**src/rtl/sysid_pkg.sv**
```systemverilog
// Shared types and constants for the system-ID read checker.
package sysid_pkg;

    // Sequencing FSM states of the checker
    typedef enum logic [2:0] {
        S_IDLE,
        S_REQ_ID,
        S_LAT_ID,
        S_REQ_TS,
        S_LAT_TS,
        S_DONE
    } state_t;

    // Word addresses on the sysid slave
    localparam logic ADDR_ID = 1'b0;
    localparam logic ADDR_TS = 1'b1;

    // Width of the per-read waitrequest stall counter
    localparam int unsigned TO_CNT_W = 16;

endpackage

```
**src/rtl/avm_single_read.sv**
```systemverilog
// Single-word Avalon-MM read engine: issues one read on go, holds it through
// waitrequest stalls, returns data after a fixed latency, aborts on timeout.
module avm_single_read
    import sysid_pkg::*;
#(
    parameter int unsigned READ_LATENCY   = 0,
    parameter int unsigned TIMEOUT_CYCLES = 255
)(
    input  logic        clock,
    input  logic        reset_n,
    input  logic        go,
    input  logic        addr,
    output logic        avm_address,
    output logic        avm_read,
    input  logic        avm_waitrequest,
    input  logic [31:0] avm_readdata,
    output logic        rd_valid,
    output logic [31:0] rd_data,
    output logic        timeout
);

    typedef logic [TO_CNT_W:0] cnt_ext_t;

    localparam logic [1:0] LP_LAT     = 2'(READ_LATENCY);
    localparam cnt_ext_t   LP_TIMEOUT = cnt_ext_t'(TIMEOUT_CYCLES);

    logic                r_read;
    logic                r_addr;
    logic [TO_CNT_W-1:0] r_stall;
    logic [1:0]          r_lat;

    logic                w_accept;
    logic                w_stall;
    cnt_ext_t            w_stall_next;

    // Handshake decode; timeout fires on the stall cycle that reaches the limit
    always_comb begin
        w_accept     = r_read & ~avm_waitrequest;
        w_stall      = r_read & avm_waitrequest;
        w_stall_next = {1'b0, r_stall} + cnt_ext_t'(1);
        timeout      = w_stall && (w_stall_next == LP_TIMEOUT);
        rd_valid     = (LP_LAT == 2'd0) ? w_accept : (r_lat == 2'd1);
        rd_data      = avm_readdata;
        avm_read     = r_read;
        avm_address  = r_addr;
    end

    // Request register, stall counter and latency countdown
    always_ff @(posedge clock or negedge reset_n) begin
        if (!reset_n) begin
            r_read  <= 1'b0;
            r_addr  <= ADDR_ID;
            r_stall <= '0;
            r_lat   <= '0;
        end else begin
            // go is ignored while a read is outstanding, which leaves one idle
            // bus cycle between consecutive words
            if (r_read) begin
                if (w_accept || timeout) begin
                    r_read <= 1'b0;
                end
                if (w_stall) begin
                    r_stall <= r_stall + 1'b1;
                end
            end else if (go) begin
                r_read  <= 1'b1;
                r_addr  <= addr;
                r_stall <= '0;
            end
            if (w_accept && (LP_LAT != 2'd0)) begin
                r_lat <= LP_LAT;
            end else if (r_lat != 2'd0) begin
                r_lat <= r_lat - 2'd1;
            end
        end
    end

endmodule

```
**config.mk**
```make
export PLATFORM = sky130hd
export DESIGN_NAME = avm_single_read
export DESIGN_NICKNAME = d
export VERILOG_FILES = /design/src/rtl/sysid_pkg.sv /design/src/rtl/avm_single_read.sv
export SDC_FILE = /design/constraint.sdc
export NUM_CORES = 1
export LEC_CHECK = 0
export ABC_AREA = 1
export BUFFER_PORTS_ARGS = -buffer_cell sky130_fd_sc_hd__clkbuf_2
export CAP_MARGIN = 20
export CORE_ASPECT_RATIO = 0.7
export CORE_UTILIZATION = 39
export CTS_CLUSTER_SIZE = 40
export DETAILED_ROUTE_END_ITERATION = 16
export PLACE_DENSITY = 0.73
export SYNTH_ARGS = -nofsm -noshare
export SYNTH_HDL_FRONTEND = slang
export SYNTH_SLANG_ARGS = --single-unit
export TNS_END_PERCENT = 50
```
**constraint.sdc**
```tcl
create_clock -name clock -period 4.6 [get_ports clock]
set_input_delay 0.92 -clock clock [delete_from_list [all_inputs] [get_ports clock]]
set_output_delay 0.92 -clock clock [all_outputs]
set_load 0.01 [all_outputs]
```
Word-level counts from Yosys, hierarchy flattened --
Index checks and enable logic that the tools add are counted.
Cells by class: shift-type cells 0, reduce and logical (&&, ||, !) cells 5, muxes and demuxes 6, add/sub/neg operators 2, div/mod/pow operators 0, bitwise gates (word level) 4, equality and inequality tests 2, $mul 0, order comparisons 0
Operator list (count):
- 16-bit 2-to-1 mux | 3
- 16-bit by 1-bit adder with 17-bit output, second input constant | 1
- 17-bit by 8-bit == test with 1-bit output, second input constant | 1
- 16-bit by 1-bit adder with 16-bit output, second input constant | 1
- 2-bit AND reduction | 2
- 1-bit 2-to-1 mux | 3
- 1-bit bitwise AND | 2
- 2-bit by 1-bit inequality test with 1-bit output, second input constant | 1
- 1-bit inverter | 2
- 2-bit nonzero test | 1
- 1-bit logical AND | 1
- 1-bit logical OR | 1
Storage, ports and cells: ROM bits 0, memories 0, word-level logic and storage cells 22, latch bits 0, flip-flop bits (word level) 18, bits in writable memories 0

Logic depth before layout (Yosys ltp) --
word-level depth 6, mapped depth 13

Worst setup path after synthesis --
No wires, ideal clock.
path type flip-flop to output port, start point reg r_stall[1], end point out timeout, arrival 1.543 ns, buffers on the path 0, cell stages (with the launch flop) 13, setup slack 2.137 ns, path through dfrtp_1 > ha_1 > nand2_1 > inv_1 > nor2_1 > nand3_1 > nor2_1 > nand2_1 > nor2_1 > nand2_1 > nor2_1 > nand2_1 > nor2_1
On the way: word-level cells in the longest chain between the ends 3
RTL lines:
- start: declaration | line avm_single_read.sv:29 | logic [TO_CNT_W-1:0] r_stall;
- start signal: assignment | line avm_single_read.sv:63 | r_stall <= r_stall + 1'b1;
- 16-bit by 1-bit adder with 17-bit output | line avm_single_read.sv:40 | w_stall_next = {1'b0, r_stall} + cnt_ext_t'(1);
- 17-bit by 8-bit == test with 1-bit output | line avm_single_read.sv:41 | timeout = w_stall && (w_stall_next == LP_TIMEOUT);
- 1-bit logical AND | line avm_single_read.sv:41
- end: declaration | line avm_single_read.sv:19 | output logic timeout
No other way between the ends.

Worst setup path after layout --
Ends and elaborated chain as after synthesis.

==> results.toml <==
[clocking]
cts_resized = 0
htree_num_levels = 1
cts-buffers-inserted = 3
clock_sinks = 18
holdBufCountCts = 0
path_clk_slew_ns = 0.07
clockBufferDepth = 2
clock_latency_ns = 0.25
cts_root_buf = "clkbuf_8"
post_cts_buffers = 0
cts_tree = "done"

[sta]
final_hold_viol_count = 0
final.period_utilization = 0.650
setup_viol = 0
drv_slew = 0
grt_setup_unrepaired = "false"
max_slew.worst_pin.slew_ns = 0.630
fin_skew_ns = 0.000543
layout_min_cycle_time_ns = 2.99
setup_tns_ns = 0
slew_headroom = 0.579
fmax_mhz = 334

[detailed_routing]
via_count = 1279
drtPass1Iterations = 4
viasPerCell = 5.16
drt_iter0_drc = 101
antenna_left = 0
wirelength_um = 3140
wl_per_cell_um = 12.6
route.detailed.drc = 0

[die]
row_count = 18
die_y_um = 53.6
start_util = 0.414
core_area_um2 = 3580
ioPinCount = 73
die_w_um = 75.7
die_area_um2 = 4060

[yosys]
synth-main-ff-cell = "dfrtp_1"
yosysTopAreaCell = "dfrtp_1"
synth_fp_nets = 260
syn_area_per_cell_um2 = 6.71
synthTopCellsByArea = "dfrtp_1, buf_4, nand2_1, nand3_1, inv_1"
ys_ff_latch = 18
ys_seq_area_frac = 0.304
synth_common_cells = "nand2_1, buf_4, inv_1"
synth_edf_count = 0
synth.top_cell.area_share = 0.304
netlist_area_um2 = 1480
yosysUniqueCellTypes = 22
async_flop_share = 1.00
synth_cells = 221
yosysMostFrequentCell = "nand2_1"
yosys_warnings = 0

[power_and_ir_drop]
ir_drop_mv = 0.143
p_leak_nw = 0.650
powerDensity_nw_per_um2 = 251
design_power_total_uw = 346

[grt]
grt_use_total = 0.177
grt_remaining_overflow = 0
grt_pass1_vias = 1105
grt_pass1_wl_um = 5220
grt_max_degree = 20
antenna_found_initial = 0

[critical_path]
crit_family = "simple AND/OR/NAND/NOR gates"
critical_path_depth = 12
r2r_cells = 12
crit_path_end_kind = "output port"
crit_arrival_ns = 2.07
cp_num_buf_inv = 1
crit_type = "reg2out"
crit_path_max_incr_delay_ns = 0.43
reg2reg_slack_ns = 2.77
required_ns = 3.68
startpoint_type = "flop"
cpMaxStageDelayCell = "dfrtp_1"
cp_max_fo = 7
path_cells = "ha_1 > nand2_1 > nor2_4 > nand3_2 > nand2_1 > nand3_1 > nor2_1 > nand2_1 > nor2_1 > nand2_1 > nor2_1 > clkbuf_2"
crit_path_frequent_cell = "nand2_1"

[layout]
syn_to_final_growth_pct = -7.00
drive_above_1_share = 0.106
multiInputGateArea_um2 = 677
fin_cells = 248
antenna_cells = 0
nFillCells = 373
nets = 239
regArea_um2 = 450

[hold_path]
hold_class = "reg2reg"
hold_path_depth = 1

[place]
dp_cells = 245
io_buffers = 8
dp_hpwl_um = 2350
globalplace.congestion = 0.891

[flow_run]
cap_viol_max_count = 0

[outcome]
status = "finished clean"
==> worst reg2reg max path: stages (launching register included) <==
cell and delay, ns:
dfrtp_1 0.43, ha_1 0.23, nand2_1 0.12, nor2_4 0.21, nand2_1 0.10, nand2_1 0.07
nand2_1 0.07, nor2_1 0.09, nand3_1 0.08, nor2_1 0.12, nand3_1 0.08, nand2_1 0.07
inv_1 0.05
==> routing by layer <==
metal,GRT usage,part of all wire
met5,0,0
met2,0.232,0.41
met3,0.0524,0.094
met1,0.275,0.49
met4,0.0432,0.0051
==> cells by family after synthesis <==
kind of cell             count (synthesis)  synth area share
AND/OR/NAND/NOR                        118             0.354
buffers and inverters                   63             0.240
AO/OA/AOI/OAI                           19            0.0776
flip-flops                              18             0.304
adder cells (fa/ha/maj)                  2            0.0169
multiplexers                             1           0.00759
==> power by group <==
part | switching (mW) | internal (mW)
Combinational | 0.0372 | 0.0170
Sequential | 0.0120 | 0.169
Clock | 0.0526 | 0.0583
==> cell type report <==
cell class,instances,area share
clock buffers,3,0.0299
well taps,50,0.0453
flip-flops and latches,18,0.326
inverters,29,0.0789
repair buffers,8,0.0290
multi-input cells,140,0.490
==> stage by stage <==
step | util | cell area (um^2) | setup WS, ns | hold slack [ns]
finish | 0.385 | 1380 | 1.61 | 0.508
global route | 0.385 | 1380 | 1.41 | 0.540
CTS | 0.385 | 1380 | 1.60 | 0.516
detailed placement | 0.374 | 1340 | 1.89 | 0.500
global placement | 0.374 | 1340 | 1.93 | 0.493
floorplan | - | 1480 | 2.14 | 0.537
==> flip-flops by register name, summed over array words and instances (netlist names) <==
register and flops:
avm_address 1, avm_read 1, r_stall 16
==> cell usage in the layout (no fill, tap or decap), drive strengths merged <==
cell,n
nand2,59
inv,29
nor2,27
nand3,25
dfrtp,18
o22ai,11
clkbuf,11
o21ai,7
nand4,5
ha,2
and2,1
o21bai,1
nor3,1
mux2,1
==> final timing paths <==
path | startpoint | endpoint
max reg2reg | r_stall[1] | avm_read
min | avm_address | avm_address
max in group asynchronous | reset_n | r_stall[2]
max | r_stall[1] | timeout
min reg2reg | avm_address | avm_address
min in group asynchronous | reset_n | r_stall[8]
(Power assumes the default switching activity.)
